### src/rtl/gpr_file_if.sv
// Decode/writeback bus for gpr_file: two read ports, a byte-masked write port
// and the scoreboard reservation port.
interface gpr_file_if #(
  parameter int DATA_WIDTH = 32,
  parameter int ADDR_WIDTH = 5
);
  logic [ADDR_WIDTH-1:0]   read_register_1;
  logic [ADDR_WIDTH-1:0]   read_register_2;
  logic [DATA_WIDTH-1:0]   read_data_1;
  logic [DATA_WIDTH-1:0]   read_data_2;
  logic                    read_busy_1;
  logic                    read_busy_2;
  logic [ADDR_WIDTH-1:0]   write_register;
  logic [DATA_WIDTH-1:0]   write_data;
  logic [DATA_WIDTH/8-1:0] write_byteenable;
  logic                    Regwrite;
  logic                    reserve_valid;
  logic [ADDR_WIDTH-1:0]   reserve_register;
  logic                    reserve_ready;
  logic [ADDR_WIDTH:0]     busy_count;

  modport master (
    output read_register_1, read_register_2,
    input  read_data_1, read_data_2, read_busy_1, read_busy_2,
    output write_register, write_data, write_byteenable, Regwrite,
    output reserve_valid, reserve_register,
    input  reserve_ready, busy_count
  );

  modport slave (
    input  read_register_1, read_register_2,
    output read_data_1, read_data_2, read_busy_1, read_busy_2,
    input  write_register, write_data, write_byteenable, Regwrite,
    input  reserve_valid, reserve_register,
    output reserve_ready, busy_count
  );
endinterface

### src/rtl/gpr_file.sv
// Parametrised MIPS register file with byte-lane writes, optional write-to-read
// bypass and a per-register busy scoreboard for pending multicycle writebacks.
module gpr_file #(
  parameter int DATA_WIDTH = 32,
  parameter int ADDR_WIDTH = 5,
  parameter bit BYPASS     = 1'b1,
  parameter bit ZERO_REG   = 1'b1
) (
  input  logic      clk,
  input  logic      reset,
  gpr_file_if.slave bus
);
  localparam int unsigned DEPTH = 1 << ADDR_WIDTH;
  localparam int unsigned NB    = DATA_WIDTH / 8;

  logic [DATA_WIDTH-1:0] regs [DEPTH];
  logic [DEPTH-1:0]      busy;
  logic [ADDR_WIDTH:0]   busy_count_q;

  logic                  wr_zero, rs_zero;
  logic                  wr_en, res_take, set_ev, clr_ev;
  logic [DATA_WIDTH-1:0] wr_merged;

  function automatic logic [DATA_WIDTH-1:0] merge(
    input logic [DATA_WIDTH-1:0] old,
    input logic [DATA_WIDTH-1:0] d,
    input logic [NB-1:0]         be
  );
    logic [DATA_WIDTH-1:0] r;
    r = old;
    for (int unsigned i = 0; i < NB; i++)
      if (be[i]) r[8*i +: 8] = d[8*i +: 8];
    return r;
  endfunction

  always_comb begin
    wr_zero   = ZERO_REG && (bus.write_register == '0);
    rs_zero   = ZERO_REG && (bus.reserve_register == '0);
    wr_en     = bus.Regwrite && !wr_zero;
    wr_merged = merge(regs[bus.write_register], bus.write_data, bus.write_byteenable);

    bus.reserve_ready = !reset && (rs_zero || !busy[bus.reserve_register] ||
                        (bus.Regwrite && bus.write_register == bus.reserve_register));
    res_take = bus.reserve_valid && bus.reserve_ready && !rs_zero && !reset;

    // Count tracks real bit transitions, so a same-register set+clear on a
    // busy register is a no-op for the counter.
    set_ev = res_take && !busy[bus.reserve_register];
    clr_ev = bus.Regwrite && busy[bus.write_register] &&
             !(res_take && bus.reserve_register == bus.write_register);
  end

  always_comb begin
    bus.read_data_1 = regs[bus.read_register_1];
    bus.read_data_2 = regs[bus.read_register_2];
    bus.read_busy_1 = busy[bus.read_register_1];
    bus.read_busy_2 = busy[bus.read_register_2];
    if (BYPASS && bus.Regwrite && bus.write_register == bus.read_register_1) begin
      bus.read_busy_1 = 1'b0;
      if (wr_en) bus.read_data_1 = wr_merged;
    end
    if (BYPASS && bus.Regwrite && bus.write_register == bus.read_register_2) begin
      bus.read_busy_2 = 1'b0;
      if (wr_en) bus.read_data_2 = wr_merged;
    end
    if (reset || (ZERO_REG && bus.read_register_1 == '0)) begin
      bus.read_data_1 = '0;
      bus.read_busy_1 = 1'b0;
    end
    if (reset || (ZERO_REG && bus.read_register_2 == '0)) begin
      bus.read_data_2 = '0;
      bus.read_busy_2 = 1'b0;
    end
    bus.busy_count = busy_count_q;
  end

  always_ff @(posedge clk or posedge reset) begin
    if (reset) begin
      for (int unsigned i = 0; i < DEPTH; i++) regs[i] <= '0;
    end else if (wr_en) begin
      regs[bus.write_register] <= wr_merged;
    end
  end

  always_ff @(posedge clk or posedge reset) begin
    if (reset) begin
      busy         <= '0;
      busy_count_q <= '0;
    end else begin
      if (bus.Regwrite) busy[bus.write_register] <= 1'b0;
      if (res_take) busy[bus.reserve_register] <= 1'b1;
      if (set_ev && !clr_ev)
        busy_count_q <= busy_count_q + (ADDR_WIDTH+1)'(1);
      else if (clr_ev && !set_ev)
        busy_count_q <= busy_count_q - (ADDR_WIDTH+1)'(1);
    end
  end
endmodule

### src/flat_wrapper.sv
// flat-port wrapper written by rule: the top's interface ports become plain ports
module gpr_file_flat 
#(
  parameter int DATA_WIDTH = 32,
  parameter int ADDR_WIDTH = 5,
  parameter bit BYPASS     = 1'b1,
  parameter bit ZERO_REG   = 1'b1
)
  (clk, reset, bus_read_register_1, bus_read_register_2, bus_read_data_1, bus_read_data_2, bus_read_busy_1, bus_read_busy_2, bus_write_register, bus_write_data, bus_write_byteenable, bus_Regwrite, bus_reserve_valid, bus_reserve_register, bus_reserve_ready, bus_busy_count);
  gpr_file_if #(.DATA_WIDTH(DATA_WIDTH), .ADDR_WIDTH(ADDR_WIDTH)) bus_i ();
  input  logic clk;
  input  logic reset;
  input wire logic [$bits(bus_i.read_register_1)-1:0] bus_read_register_1;
  input wire logic [$bits(bus_i.read_register_2)-1:0] bus_read_register_2;
  output wire logic [$bits(bus_i.read_data_1)-1:0] bus_read_data_1;
  output wire logic [$bits(bus_i.read_data_2)-1:0] bus_read_data_2;
  output wire logic [$bits(bus_i.read_busy_1)-1:0] bus_read_busy_1;
  output wire logic [$bits(bus_i.read_busy_2)-1:0] bus_read_busy_2;
  input wire logic [$bits(bus_i.write_register)-1:0] bus_write_register;
  input wire logic [$bits(bus_i.write_data)-1:0] bus_write_data;
  input wire logic [$bits(bus_i.write_byteenable)-1:0] bus_write_byteenable;
  input wire logic [$bits(bus_i.Regwrite)-1:0] bus_Regwrite;
  input wire logic [$bits(bus_i.reserve_valid)-1:0] bus_reserve_valid;
  input wire logic [$bits(bus_i.reserve_register)-1:0] bus_reserve_register;
  output wire logic [$bits(bus_i.reserve_ready)-1:0] bus_reserve_ready;
  output wire logic [$bits(bus_i.busy_count)-1:0] bus_busy_count;
  assign bus_i.read_register_1 = bus_read_register_1;
  assign bus_i.read_register_2 = bus_read_register_2;
  assign bus_read_data_1 = bus_i.read_data_1;
  assign bus_read_data_2 = bus_i.read_data_2;
  assign bus_read_busy_1 = bus_i.read_busy_1;
  assign bus_read_busy_2 = bus_i.read_busy_2;
  assign bus_i.write_register = bus_write_register;
  assign bus_i.write_data = bus_write_data;
  assign bus_i.write_byteenable = bus_write_byteenable;
  assign bus_i.Regwrite = bus_Regwrite;
  assign bus_i.reserve_valid = bus_reserve_valid;
  assign bus_i.reserve_register = bus_reserve_register;
  assign bus_reserve_ready = bus_i.reserve_ready;
  assign bus_busy_count = bus_i.busy_count;
  gpr_file #(.DATA_WIDTH(DATA_WIDTH), .ADDR_WIDTH(ADDR_WIDTH), .BYPASS(BYPASS), .ZERO_REG(ZERO_REG)) u_core (.clk(clk), .reset(reset), .bus(bus_i));
endmodule
### config.mk
export PLATFORM = sky130hd
export DESIGN_NAME = gpr_file_flat
export DESIGN_NICKNAME = d
export VERILOG_FILES = /design/src/rtl/gpr_file_if.sv /design/src/rtl/gpr_file.sv /design/src/flat_wrapper.sv
export SDC_FILE = /design/constraint.sdc
export NUM_CORES = 2
export LEC_CHECK = 0
export CAP_MARGIN = 10
export CORE_UTILIZATION = 37
export CTS_CLUSTER_DIAMETER = 100
export CTS_CLUSTER_SIZE = 12
export DETAILED_ROUTE_END_ITERATION = 12
export SYNTH_ARGS = -nofsm -noshare
export SYNTH_HDL_FRONTEND = slang
export SYNTH_SLANG_ARGS = --single-unit
### constraint.sdc
create_clock -name clk -period 76.4 [get_ports clk]
set_input_delay 7.64 -clock clk [delete_from_list [all_inputs] [get_ports clk]]
set_output_delay 7.64 -clock clk [all_outputs]
set_load 0.02 [all_outputs]
==> out/results.txt <==
Outcome = finished clean
Clk_skew = 0.0234 ns
Final worst path period share = 27.2%
Final min period = 20.81 ns
Sequential share of the synthesized area = 40.6%
Crit. Startpoint = bus_write_register[0]
Pin count of the biggest net entering global routing = 158
CP required = 68.76 ns
Final setup viols = 0
I/O Pins = 133
Avg WL per Cell = 35.2 um
Hold Crit Class = reg2reg
Unrepaired setup endpoints after global routing = no
Pwr/cell area = 23.9 nW/um^2
Hold EP = u_core.regs[1016]$_DFFE_PP0P_
Flops & latches, synth = 1,062
Port bufs = 132
Total setup buffers inserted after CTS = 0
Global-route wire length before repair = 398,000 um
Setup TNS = 0 ns
CTS tree = yes
Total CTS buffers = 98
Crit path kind = in2out
Fill count = 16,700
Clock slew at reported path FFs = 0.06 ns
Clock Sinks = 1,062
Pint = 1.12 mW
Syn nets = 5,922
Crit end category = output port
Slowest CP cell = o22ai_1
Leakage power = 31.0 nW
Sw power = 0.582 mW
Initial Util = 37.2%
# hold bufs at CTS = 0
Arrival @ worst endpoint = 13.16 ns
Setup WS pre-CTS = 55.88 ns
Cells along the critical path = clkbuf_8, buf_4, nor2_1, a21oi_1, and4_1, nand2_1, o22ai_1, clkdlybuf4s50_1
Routed Antenna Nets = 0
R2R Setup Slk = 72.62 ns
Drt drc = 0
DP Wirelength = 166,000 um
Layout cells sized above 1 = 22.6%
DR iter-0 viols = 8,218
Cell count after synthesis = 5,856
Antenna violations before repair = 11
DR pass1 iterations = 8
Slowest stage delay, CP = 1.15 ns
Clk buf depth = 3
Die ar. = 179,000 sq um
Ys async rst share = 100%
Worst-Margin Slew = 1.39 ns
R2R Path End = u_core.bus.busy_count[5]$_DFFE_PP0P_
Via Count = 54,200
Final setup margin = 55.60 ns
Top cell type's share of synthesized area = 40.6%
Netlist Area Pre-Place = 65,500 sq um
Fmax = 48.1 MHz
Syn-to-layout area delta = 8.96%
Clock H-tree levels = 3
Worst Setup Start Kind = input pin
Count of flip-flops with a built-in enable after synthesis = 0
Synth Warn # = 0
Total GRT Usage = 30.8%
Grt ovf = 0
Post-synthesis area per instance = 11.2 sq um
Vias in the first global route = 52,400
Clk_lat worst skew = 0.75 ns
Final wirelength = 281,000 um
Cell variety after synth = 81
Ys flop type = dfrtp_1
Hold_sp = u_core.regs[1016]$_DFFE_PP0P_
Placement row count = 154
# resized after CTS = 0
Synth area leader = dfrtp_1
Gpl congestion = 0.942
Core ar. = 176,000 sq um
Most frequent cell after synthesis = dfrtp_1
Critical R2R Launch = u_core.busy[31]$_DFF_PP0_
Worst hold stages = 0
Net Sw Frac = 34.1%
Ranking of synthesized cells by area = dfrtp_1 (41%), mux4_2 (14%), mux2i_1 (11%)
Clock share of power = 26.8%
Cells on worst reg2reg path = 14
Slew margin rel. = 7.22%
Synth cell count leaders = dfrtp_1 (1,062), mux2i_1 (752), nand2_1 (746)
Root Driver = clkbuf_16
Die Span Y = 423 um
Share of total power in sequential cells = 46.6%
Pins Over Slew Limit = 0
Total Nets Final = 5,681
Final hold vios = 0
Die width = 423 um
Comb power frac = 26.6%
CP max FO = 38
Max VDD drop = 17.5 uV
Via density = 6.80
Max-cap violations = 0
worst max-delay path by stage:
stage                                to  slack, ns
finish              bus_read_data_2[23]      55.60
global route        bus_read_data_1[29]      55.64
CTS                 bus_read_data_1[29]      55.87
detailed placement  bus_read_data_1[29]      55.88
global placement        bus_read_busy_2      55.84
floorplan           bus_read_data_1[12]      34.80
critical path: cells and delay by family:
kind	cells	cell delay [ns]
simple gates	3	2.00
buf+inv	3	1.94
compound gates	2	1.48
metal layers:
metal  up-vias  part of all wire, %  wire (um)  global-route usage, %
met5         -                0.029         81                      0
met4        10                  8.8      24600                   23.4
met3      1125                   11      32300                   8.42
met2      4127                   43     120000                   44.7
met1     27300                   37     104000                   38.9
li1      21600                    -          -                      -
layout make-up:
type | instances | area (sq um) | share of cell area [%]
Inverter | 23 | 93.8 | 0.132
Antenna cell | 9 | 22.5 | 0.0316
Tap cell | 2340 | 2930 | 4.10
Clock inverter | 3 | 25.0 | 0.0351
Sequential cell | 1062 | 26600 | 37.2
Timing Repair Buffer | 298 | 2630 | 3.69
Clock buffer | 102 | 2530 | 3.55
Multi-Input combinational cell | 4132 | 36500 | 51.2
power groups by stage:
stage	Sequential [mW]	Clock [mW]	Combinational (mW)
after floorplan	0.756	0	0.331
after global placement	0.790	0	0.438
after detailed placement	0.796	0	0.446
after CTS	0.786	0.459	0.447
after global routing	0.806	0.477	0.485
final	0.795	0.456	0.454
state kept, by name, indices dropped and copies added (netlist names):
name                   count
u_core.regs             1024
u_core.bus.busy_count      6
u_core.busy               32
stage by stage:
stage / instance area [sq um] / util [%] / hold WS [ns] / power, mW / cells
CTS: 71300 / 40.5 / 0.421 / 1.69 / 7960
finish: 71400 / 40.6 / 0.424 / 1.71 / 7969
floorplan: 65500 / - / 0.455 / 1.09 / 5856
global placement: 68700 / 39.1 / 0.402 / 1.23 / 7853
global route: 71300 / 40.5 / 0.434 / 1.77 / 7961
detailed placement: 68800 / 39.1 / 0.406 / 1.24 / 7855
placed cells by master (no fill, tap or decap), types with 7 or more instances in the layout:
cell type / n
mux4_2: 411
a2111oi_0: 7
o21ai_2: 11
nand2_1: 713
a21oi_1: 71
o211ai_1: 27
dfrtp_1: 1062
nor2_1: 68
nand2b_1: 19
nor4_1: 23
mux2_2: 452
o22ai_1: 136
nand4_1: 38
nand3_1: 68
xor2_1: 11
inv_1: 20
clkdlybuf4s50_1: 118
buf_4: 161
clkbuf_16: 101
buf_2: 7
nand2_4: 32
a32o_1: 21
or4_1: 9
and3_1: 10
a22oi_1: 194
o221a_2: 10
a211oi_1: 36
nor2b_1: 38
a22o_1: 51
mux2i_1: 752
nor3_1: 31
xnor2_1: 9
diode_2: 9
o21ai_0: 637
nor2_4: 7
a221oi_1: 43
mux4_1: 16
and2_1: 8
a31oi_1: 31
a21o_1: 11
cells by family (layout without fill, tap and decap cells):
family                   after synthesis  count (layout)  share of synthesized area (%)
AO/OA/AOI/OAI                       1356            1356                           13.0
multiplexers                        1632            1632                           34.1
AND/OR/NAND/NOR                     1118            1118                           7.50
XOR/XNOR                              20              20                          0.268
flip-flops                          1062            1062                           40.6
adder cells (fa/ha/maj)                6               6                          0.126
buffers and inverters                662             426                           4.44
other                                  0               9                              0
Power figures use the tool's default switching activity.
